===== config.mk =====
export PLATFORM = sky130hd
export DESIGN_NAME = spi_pixel_receiver
export DESIGN_NICKNAME = d
export VERILOG_FILES = /design/src/rtl/spi_rx_pkg.sv /design/src/rtl/spi_rx_sync.sv /design/src/rtl/spi_pixel_receiver.sv
export SDC_FILE = /design/constraint.sdc
export NUM_CORES = 1
export LEC_CHECK = 0
export BUFFER_PORTS_ARGS = -buffer_cell sky130_fd_sc_hd__buf_2
export CELL_PAD_IN_SITES_DETAIL_PLACEMENT = 1
export CELL_PAD_IN_SITES_GLOBAL_PLACEMENT = 1
export CORE_MARGIN = 2
export CORE_UTILIZATION = 42
export CTS_CLUSTER_DIAMETER = 150
export DETAILED_ROUTE_END_ITERATION = 10
export GPL_TIMING_DRIVEN = 0
export PLACE_DENSITY = 0.81
export SKIP_CTS_REPAIR_TIMING = 1
export SKIP_LAST_GASP = 1
export SYNTH_ARGS = -nofsm -noshare
export SYNTH_HDL_FRONTEND = slang
export SYNTH_SLANG_ARGS = --single-unit

===== constraint.sdc =====
create_clock -name clk_in -period 2 [get_ports clk_in]
set_input_delay 0.1 -clock clk_in [delete_from_list [all_inputs] [get_ports clk_in]]
set_output_delay 0.1 -clock clk_in [all_outputs]
set_load 0.01 [all_outputs]

===== src/rtl/spi_rx_pkg.sv =====
// rtl/spi_rx_pkg.sv - shared defaults, state type and helpers for the SPI pixel receiver
package spi_rx_pkg;

    localparam int DATA_WIDTH_DEF = 16;
    localparam int LINES_DEF      = 6;

    typedef enum logic [1:0] {
        IDLE  = 2'd0,
        SHIFT = 2'd1,
        DRAIN = 2'd2
    } rx_state_t;

    // Bit counter must hold the full word count, not just DATA_WIDTH-1.
    function automatic int bit_cnt_width(input int data_width);
        return $clog2(data_width + 1);
    endfunction

    localparam int BIT_CNT_W = bit_cnt_width(DATA_WIDTH_DEF);

endpackage


===== src/rtl/spi_rx_sync.sv =====
// rtl/spi_rx_sync.sv - N-bit two-flop synchroniser with a per-bit reset value
//
// Ports:
//   clk_in   - destination clock
//   rst_in   - synchronous active-high reset, loads RESET_VAL into both stages
//   async_in - asynchronous inputs
//   sync_out - inputs after two flop stages
module spi_rx_sync #(
    parameter int               WIDTH     = 1,
    parameter logic [WIDTH-1:0] RESET_VAL = '0
) (
    input  logic             clk_in,
    input  logic             rst_in,
    input  logic [WIDTH-1:0] async_in,
    output logic [WIDTH-1:0] sync_out
);

    logic [WIDTH-1:0] meta_q, meta_d;
    logic [WIDTH-1:0] sync_q, sync_d;

    always_comb begin
        meta_d = async_in;
        sync_d = meta_q;
    end

    always_ff @(posedge clk_in) begin
        if (rst_in) begin
            meta_q <= RESET_VAL;
            sync_q <= RESET_VAL;
        end else begin
            meta_q <= meta_d;
            sync_q <= sync_d;
        end
    end

    assign sync_out = sync_q;

endmodule


===== src/rtl/spi_pixel_receiver.sv =====
// rtl/spi_pixel_receiver.sv - oversampling receiver for the 6-line parallel SPI pixel link
//
// Ports:
//   clk_in          - system clock
//   rst_in          - synchronous active-high reset
//   chip_clk_in     - asynchronous SPI data clock
//   chip_data_in    - asynchronous data, one bit per line
//   chip_sel_in     - asynchronous chip select, active-low
//   pixel_data_out  - reassembled pixel
//   pixel_valid_out - pixel_data_out / hcount_out / vcount_out valid
//   hcount_out      - column of the current pixel
//   vcount_out      - row of the current pixel
//   frame_done_out  - pulse with the last pixel of a frame
//   error_out       - pulse on short packet or overrun
//
// Build option: SPI_RX_ERROR_EN enables error_out; otherwise it stays 0.
module spi_pixel_receiver
    import spi_rx_pkg::*;
#(
    parameter int DATA_WIDTH   = DATA_WIDTH_DEF,
    parameter int LINES        = LINES_DEF,
    parameter int HRES         = 640,
    parameter int VRES         = 360,
    parameter int IDLE_TIMEOUT = 100000
) (
    input  logic                    clk_in,
    input  logic                    rst_in,
    input  logic                    chip_clk_in,
    input  logic [LINES-1:0]        chip_data_in,
    input  logic                    chip_sel_in,
    output logic [DATA_WIDTH-1:0]   pixel_data_out,
    output logic                    pixel_valid_out,
    output logic [$clog2(HRES)-1:0] hcount_out,
    output logic [$clog2(VRES)-1:0] vcount_out,
    output logic                    frame_done_out,
    output logic                    error_out
);

    localparam int CNT_W = bit_cnt_width(DATA_WIDTH);
    localparam int IDX_W = (LINES > 1) ? $clog2(LINES) : 1;
    localparam int HW    = $clog2(HRES);
    localparam int VW    = $clog2(VRES);
    localparam int IW    = $clog2(IDLE_TIMEOUT + 1);

    logic [LINES+1:0] sync_bus;
    logic             cs_s;
    logic             dclk_s;
    logic [LINES-1:0] data_s;

    // cs idles high, so its stages reset to 1 to avoid a false falling edge.
    spi_rx_sync #(
        .WIDTH     (LINES + 2),
        .RESET_VAL ({1'b1, {(LINES + 1){1'b0}}})
    ) u_sync (
        .clk_in   (clk_in),
        .rst_in   (rst_in),
        .async_in ({chip_sel_in, chip_clk_in, chip_data_in}),
        .sync_out (sync_bus)
    );

    assign cs_s   = sync_bus[LINES+1];
    assign dclk_s = sync_bus[LINES];
    assign data_s = sync_bus[LINES-1:0];

    rx_state_t             state_q, state_d;
    logic                  dclk_prev_q, dclk_prev_d;
    logic                  cs_prev_q, cs_prev_d;
    logic [DATA_WIDTH-1:0] shift_q [LINES];
    logic [DATA_WIDTH-1:0] shift_d [LINES];
    logic [DATA_WIDTH-1:0] hold_q  [LINES];
    logic [DATA_WIDTH-1:0] hold_d  [LINES];
    logic [CNT_W-1:0]      bit_cnt_q, bit_cnt_d;
    logic [IDX_W-1:0]      drain_idx_q, drain_idx_d;
    logic [IW-1:0]         idle_cnt_q, idle_cnt_d;
    logic [HW-1:0]         hcount_q, hcount_d;
    logic [VW-1:0]         vcount_q, vcount_d;
    logic                  error_q, error_d;

    logic capture;
    logic cs_fall;
    logic cs_rise;
    logic pkt_done;
    logic resync;

    assign capture  = dclk_s & ~dclk_prev_q & ~cs_s;
    assign cs_fall  = ~cs_s & cs_prev_q;
    assign cs_rise  = cs_s & ~cs_prev_q;
    // The bit counter runs independently of the FSM so that a packet arriving
    // during DRAIN is still counted and can be recognised as an overrun.
    assign pkt_done = capture && (bit_cnt_q == CNT_W'(DATA_WIDTH - 1));
    // Fires on the cycle the idle count reaches the limit, even if cs falls
    // in that same cycle; the FSM still takes the fall.
    assign resync   = (idle_cnt_q == IW'(IDLE_TIMEOUT - 1));

    always_comb begin
        state_d     = state_q;
        shift_d     = shift_q;
        hold_d      = hold_q;
        bit_cnt_d   = bit_cnt_q;
        drain_idx_d = drain_idx_q;
        idle_cnt_d  = idle_cnt_q;
        hcount_d    = hcount_q;
        vcount_d    = vcount_q;
        error_d     = 1'b0;
        dclk_prev_d = dclk_s;
        cs_prev_d   = cs_s;

        if (capture) begin
            for (int k = 0; k < LINES; k++) begin
                shift_d[k] = {shift_q[k][DATA_WIDTH-2:0], data_s[k]};
            end
        end

        // Saturates at DATA_WIDTH so extra clocks in a packet are ignored.
        if (cs_s) begin
            bit_cnt_d = '0;
        end else if (capture && (bit_cnt_q != CNT_W'(DATA_WIDTH))) begin
            bit_cnt_d = bit_cnt_q + 1'b1;
        end

        if (!cs_s) begin
            idle_cnt_d = '0;
        end else if (idle_cnt_q != IW'(IDLE_TIMEOUT)) begin
            idle_cnt_d = idle_cnt_q + 1'b1;
        end

        case (state_q)
            IDLE: begin
                if (cs_fall) begin
                    state_d = SHIFT;
                end
            end
            SHIFT: begin
                if (pkt_done) begin
                    hold_d      = shift_d;
                    drain_idx_d = IDX_W'(LINES - 1);
                    state_d     = DRAIN;
                end else if (cs_rise) begin
`ifdef SPI_RX_ERROR_EN
                    error_d = (bit_cnt_q != CNT_W'(DATA_WIDTH));
`endif
                    state_d = IDLE;
                end
            end
            DRAIN: begin
                // A packet completing here is dropped; the held words stay intact.
`ifdef SPI_RX_ERROR_EN
                error_d = pkt_done;
`endif
                if (drain_idx_q == '0) begin
                    state_d = cs_s ? IDLE : SHIFT;
                end else begin
                    drain_idx_d = drain_idx_q - 1'b1;
                end
            end
            default: state_d = IDLE;
        endcase

        if (resync) begin
            hcount_d = '0;
            vcount_d = '0;
        end else if (state_q == DRAIN) begin
            if (hcount_q == HW'(HRES - 1)) begin
                hcount_d = '0;
                vcount_d = (vcount_q == VW'(VRES - 1)) ? '0 : vcount_q + 1'b1;
            end else begin
                hcount_d = hcount_q + 1'b1;
            end
        end
    end

    always_ff @(posedge clk_in) begin
        if (rst_in) begin
            state_q     <= IDLE;
            dclk_prev_q <= 1'b0;
            cs_prev_q   <= 1'b1;
            for (int k = 0; k < LINES; k++) begin
                shift_q[k] <= '0;
                hold_q[k]  <= '0;
            end
            bit_cnt_q   <= '0;
            drain_idx_q <= '0;
            idle_cnt_q  <= '0;
            hcount_q    <= '0;
            vcount_q    <= '0;
            error_q     <= 1'b0;
        end else begin
            state_q     <= state_d;
            dclk_prev_q <= dclk_prev_d;
            cs_prev_q   <= cs_prev_d;
            shift_q     <= shift_d;
            hold_q      <= hold_d;
            bit_cnt_q   <= bit_cnt_d;
            drain_idx_q <= drain_idx_d;
            idle_cnt_q  <= idle_cnt_d;
            hcount_q    <= hcount_d;
            vcount_q    <= vcount_d;
            error_q     <= error_d;
        end
    end

    // The counters hold the position of the pixel being emitted this cycle.
    assign pixel_valid_out = (state_q == DRAIN);
    assign pixel_data_out  = pixel_valid_out ? hold_q[drain_idx_q] : '0;
    assign hcount_out      = hcount_q;
    assign vcount_out      = vcount_q;
    assign frame_done_out  = pixel_valid_out && (hcount_q == HW'(HRES - 1))
                             && (vcount_q == VW'(VRES - 1));
    assign error_out       = error_q;

endmodule


==> impl_metrics.csv, run 1 <==
group,metric,value,unit
sta,slew_violations,0,
placement,placed_cells,1585,
worst_setup_path,cp-endpoint,"pixel_data_out[0]",
placement,post-place-ws,-0.732,ns
synth,post_synth_main_area_contributors,"dfxtp_1 (50%), nand2_1 (15%), a21oi_1 (10%)",
worst_setup_path,crit_type,"reg -> out",
worst_setup_path,worstPathRequired,1.90,ns
power,powerDensity,894,nW/µm²
synth,synth_cell_type_count,52,
job,cap_violations,0,
route,routed_via_density,5.34,
sta,min_period,2.28,ns
worst_setup_path,critPathLaunch,"drain_idx_q[0]",
power,leakagePower,0.00412,µW
clocking,cts_buffers,26,
worst_setup_path,reg2reg_depth,10,
sta,finalSetupViolations,17,
power,ir_worst_vdd,588,µV
sta,min_period_over_period,114,%
synth,synthesis.area,10000,µm²
synth,synth_seq_cells,250,
finish,drive_above_1_share,17.4,%
global_route,grt_pass1_wl,45300,µm
worst_setup_path,end_kind,"output port",
finish,postLayoutCoreUtil,51.9,%
floorplanning,initial_core_util,42.7,%
clocking,insertion_delay,0.53,ns
synth,synth_cells,1221,
synth,synth_flop_cell,"dfxtp_1",
worst_setup_path,startpoint_type,"register",
synth,synth_top_cell_area_share,49.9,%
worst_setup_path,cp.arrival,2.18,ns
clocking,clock_sinks,250,
route,first_pass_iters,5,
route,drc,0,
sta,fmax,438,MHz
finish,finalInstanceArea,12200,µm²
clocking,ctsHtreeMaxLevel,1,
clocking,path_clk_slew,0.06,ns
floorplanning,die-area,25100,µm²
clocking,clk_path_buf_depth,3,
synth,synth_edf_count,0,
floorplanning,core,23500,µm²
finish,stdcell_count,1654,
global_route,grt_antenna_before_repair,0,
worst_setup_path,r2r_start,"drain_idx_q[0]",
route,postRouteAntennaNets,0,
synth,yosysWarnings,0,
worst_hold_path,min_path_type,"in -> reg",
route,drt_iter0_drc,539,
floorplanning,ios,48,
placement,port_buffers,45,
synth,synth_top_cell_by_area,"dfxtp_1",
status,run_status,"finished with violations",
floorplanning,die_height,159,µm
status,violations,"setup timing",
finish,syn_to_final_growth,21.4,%
clocking,root_buffer,"clkbuf_16",
sta,hold_viol,0,
synth,synth_seq_area_share,49.9,%
synth,syn_nets,1244,
floorplanning,fp-row-count,56,
sta,worst_pin_slew,0.971,ns
sta,setup_slack,-0.283,ns
synth,syn_area_per_cell,8.22,µm²
finish,antenna_cells,0,
route,vias,8833,
placement,place_area,10700,µm²
global_route,grt_max_degree,14,
route,wl_per_cell,18.5,µm
worst_setup_path,r2r-end,"state_q[0]",
global_route,grt_use_total,23.0,%
global_route,grt_pass1_vias,8709,
sta,finalSetupTns,-3.63,ns
sta,rsz0062_at_grt,"true",
worst_setup_path,r2r_slack,-0.02,ns
sta,finalClockSkew,0.00967,ns
clocking,cts_tree,"built",
synth,async_flop_share,0,%
worst_setup_path,critical_path_peak_fanout,8,
global_route,gr-total-overflow,0,
route,drt-total-wl,30500,µm
finish,nNetsFinal,1341,
sta,max_slew_margin,35.3,%
placement,dp_hpwl,20300,µm
floorplanning,fp.dieW,159,µm
placement,gp_congestion,0.904,
==> placed cells by master, fill, tap and decap left out, drive strengths merged, types with 2 or more instances in the layout <==
cell and count:
nand2 392, dfxtp 250, a21oi 203, clkbuf 104
buf 77, inv 31, nor2 23, nor2b 20
and2 18, mux2i 17, mux4 16, nand3 16
o22ai 16, nor3 15, xnor2 14, nand4 13
ha 13, xor2 10, nor4 9, dlygate4sd3 8
o21ai 7, nand2b 7, or3 6, clkinv 5
and3 5, or2 3, a31o 3, nor3b 3
and4 3, o41ai 3, o211ai 2, clkinvlp 2
nand4bb 2, a211oi 2, or4 2, or3b 2
==> logic make-up (layout without fill, tap and decap cells) <==
family / after synthesis / in the layout / synth area share (%)
buf+inv: 114 / 228 / 4.43
flops: 250 / 250 / 49.9
fa+ha+maj: 13 / 13 / 1.62
compound gates: 245 / 245 / 13.2
other cells: 1 / 1 / 0.0374
simple gates: 541 / 541 / 23.5
xor+xnor: 24 / 24 / 2.10
mux: 33 / 33 / 5.29
==> cell usage after synthesis, drive strengths merged, types with 2 or more instances <==
library cell,instances
nand4,13
nor3b,3
xnor2,14
mux4,16
nor2b,20
ha,13
nand2,392
or3b,2
and3,5
a21oi,203
or3,6
nor2,23
or4,2
xor2,10
inv,31
clkbuf,69
a211oi,2
o41ai,3
nor3,15
and2,18
dfxtp,250
or2,3
nand3,16
buf,14
o22ai,16
o211ai,2
and4,3
a31o,3
nand2b,7
nor4,9
nand4bb,2
o21ai,7
mux2i,17
==> metrics by stage <==
stage | total power, µW | hold WS (ns)
2_1_floorplan | 5640 | 0.204
3_3_place_gp | 5790 | 0.283
3_5_place_dp | 5810 | 0.295
4_1_cts | 10600 | -0.254
5_1_grt | 11200 | 0.133
6_report | 10900 | 0.0913
==> report_power, final <==
group / internal [µW] / switching, µW / leakage, µW
sequential: 5030 / 38.7 / 0.00202
combinational: 458 / 530 / 0.00167
clock: 2840 / 2000 / 0.000425
==> worst max-delay path, stage by stage, from the launching register on <==
cell	delay, ns
dfxtp_2	0.33
buf_6	0.16
buf_4	0.15
mux4_2	0.51
inv_1	0.09
o22ai_1	0.08
and2_1	0.20
buf_2	0.15
==> per-layer routing <==
layer | share of wire, % | wire (µm) | vias up | GRT usage (%)
met2 | 49 | 14900 | 194 | 39.9
li1 | - | - | 4270 | -
met3 | 3.4 | 1050 | 68 | 3.02
met4 | 3.5 | 1080 | 0 | 7.81
met5 | 0 | 0 | - | 0
met1 | 44 | 13500 | 4301 | 29.5
==> area by class of cell <==
| class | count | area (µm²) |
|---|---|---|
| fillers | 2815 | 11300 |
| well taps | 319 | 399 |
| plain buffers | 80 | 442 |
| flip-flops and latches | 250 | 5020 |
| multi-input cells | 857 | 4830 |
| inverters | 31 | 123 |
| clock inverters | 8 | 71.3 |
| repair buffers | 72 | 504 |
| clock buffers | 37 | 783 |
==> registers in the layout, summed over array words and instances, names as in the netlist <==
name,count
drain_idx_q,3
u_sync.sync_out,8
hold_q,96
bit_cnt_q,5
hcount_out,10
shift_q,90
u_sync.meta_q,8
state_q,2
cs_prev_q,1
dclk_prev_q,1
vcount_out,9
idle_cnt_q,17
==> worst min-delay path by stage <==
stage	startpoint	endpoint	slack, ns	cells past startpoint
final	rst_in	drain_idx_q[2]	0.09	3
after global placement	chip_sel_in	u_sync.meta_q[7]	0.28	2
after CTS	chip_sel_in	u_sync.meta_q[7]	-0.25	2
after floorplan	chip_sel_in	u_sync.meta_q[7]	0.20	1
after global routing	rst_in	drain_idx_q[2]	0.13	3
after detailed placement	chip_sel_in	u_sync.meta_q[7]	0.30	2
Note: power is estimated with default switching activity, not from simulation.
==> inputs of run 2 (changes only) <==
--- a/config.mk
+++ b/config.mk
@@ -13,7 +13,8 @@
 export CTS_CLUSTER_DIAMETER = 150
 export DETAILED_ROUTE_END_ITERATION = 10
 export GPL_TIMING_DRIVEN = 0
-export PLACE_DENSITY = 0.81
+export HOLD_SLACK_MARGIN = 0.15
+export PLACE_DENSITY_LB_ADDON = 0.2
 export SKIP_CTS_REPAIR_TIMING = 1
 export SKIP_LAST_GASP = 1
 export SYNTH_ARGS = -nofsm -noshare
==> run 2 against run 1 <==
  * The flow still finishes with violations (setup timing)
  * Fmax grew 2.1%
  * Combinational power shrank 15%
  * Sequential share of layout area grew 0.13 points
  * Clock power grew 4.5%
  * Highest routed layer unchanged
  * Cell area shrank 0.32%
  * Critical endpoint is now pixel_data_out[10]
==> impl_metrics.csv, run 2 (synthesized netlist as in run 1, its figures left out) <==
group,metric,value,unit
status,run_status,"finished with violations",
status,violations,"setup timing",
sta,worst_pin_slew,0.929,ns
route,drc,0,
global_route,grt_pass1_vias,8331,
sta,finalSetupTns,-3.18,ns
floorplanning,fp-row-count,56,
worst_setup_path,critical_path_peak_fanout,10,
placement,place_area,10700,µm²
global_route,grt_use_total,22.7,%
power,ir_worst_vdd,601,µV
route,first_pass_iters,5,
route,drt_iter0_drc,554,
worst_setup_path,end_kind,"output port",
finish,finalInstanceArea,12100,µm²
clocking,root_buffer,"clkbuf_16",
floorplanning,ios,48,
power,leakagePower,0.00409,µW
floorplanning,die_height,159,µm
worst_setup_path,startpoint_type,"register",
worst_hold_path,min_path_type,"in -> reg",
finish,final_common_cell,"nand2_1",
job,cap_violations,0,
finish,largest_register_ffs,96,
worst_setup_path,crit_type,"reg -> out",
global_route,gr-total-overflow,0,
sta,min_period,2.24,ns
global_route,grt_antenna_before_repair,0,
route,vias,8683,
clocking,clk_path_buf_depth,3,
placement,dp_hpwl,20400,µm
sta,min_period_over_period,112,%
placement,port_buffers,45,
route,postRouteAntennaNets,0,
finish,nNetsFinal,1334,
worst_setup_path,worstPathRequired,1.90,ns
finish,final_cell_mix,"nand2_1 (391), dfxtp_1 (239), a21oi_1 (203)",
floorplanning,initial_core_util,42.7,%
global_route,grt_pass1_wl,44700,µm
clocking,cts_buffers,27,
sta,fmax,447,MHz
clocking,path_clk_slew,0.06,ns
sta,finalClockSkew,0.0230,ns
placement,gp_congestion,0.902,
sta,rsz0062_at_grt,"true",
power,powerDensity,903,nW/µm²
sta,finalSetupViolations,17,
global_route,grt_max_degree,14,
finish,syn_to_final_growth,21.0,%
worst_setup_path,cp.arrival,2.14,ns
sta,max_slew_margin,38.1,%
sta,hold_viol,0,
clocking,cts_tree,"built",
floorplanning,fp.dieW,159,µm
finish,drive_above_1_share,16.3,%
finish,top_register,"hold_q",
clocking,ctsHtreeMaxLevel,1,
finish,antenna_cells,0,
floorplanning,die-area,25100,µm²
route,drt-total-wl,29100,µm
floorplanning,core,23500,µm²
finish,largestRegisters,"hold_q: 96 flops, shift_q: 90 flops, idle_cnt_q: 17 flops",
route,routed_via_density,5.26,
clocking,insertion_delay,0.54,ns
route,wl_per_cell,17.6,µm
sta,setup_slack,-0.235,ns
sta,holdWs,0.107,ns
clocking,clock_sinks,250,
sta,slew_violations,0,
-- run 2: changes by cell type in the layout (fill, tap and decap cells not counted), moves of 2 or more --
cell / before / now
buf_6: 6 / 8
inv_1: 14 / 23
inv_2: 15 / 8
buf_4: 23 / 17
clkbuf_16: 29 / 27
clkinv_2: 5 / 7
clkbuf_2: 17 / 15
clkbuf_1: 47 / 49
buf_8: 1 / 3
clkinvlp_4: 2 / 0
-- run 2: power by group --
part / switching, µW / internal, µW
sequential: 34.3 / 5020
clock: 2040 / 3020
combinational: 483 / 358
total: 2560 / 8400
-- run 2: cell type report --
type                       count  area [µm²]
tap                          319         399
sequential                   250        5020
timing repair buffer          64         427
fill                        2806       11300
clock inverter                 9        95.1
buffer                        80         442
multi-input combinational    857        4830
clock buffer                  40         805
inverter                      31         116
-- run 2: through the flow --
stage                     std cells  setup slack [ns]  util [%]  total power [µW]
after detailed placement       1585            -0.718      45.4              5810
after global routing           1650            -0.288      51.7             11300
final                          1650            -0.235      51.7             11000
after global placement         1585            -0.617      45.4              5800
after CTS                      1634            -0.810      49.3             10900
after floorplan                1221         0.0000686         -              5640
-- run 2: metal layers --
layer	share of wire [%]	vias up	GRT usage (%)	routed length [µm]
met2	47	153	38.5	13700
met3	4.2	48	3.24	1210
li1	-	4254	-	-
met1	46	4228	30.0	13300
met4	3.0	0	6.44	869
met5	0	-	0	0
-- run 2: final timing paths --
path	from	to	slack, ns	cells after the start
min reg2reg	u_sync.meta_q[7]	u_sync.sync_out[7]	0.41	1
max	drain_idx_q[0]	pixel_data_out[10]	-0.24	7
max reg2reg	drain_idx_q[0]	state_q[0]	-0.01	10
min	rst_in	drain_idx_q[2]	0.11	3
-- run 2: worst max-delay path, cell delays in order, from the launching register on --
cell and delay [ns]:
dfxtp_2 0.32, buf_6 0.11, buf_12 0.14, mux4_2 0.58, inv_1 0.08, o22ai_1 0.06
and2_1 0.16, buf_2 0.13
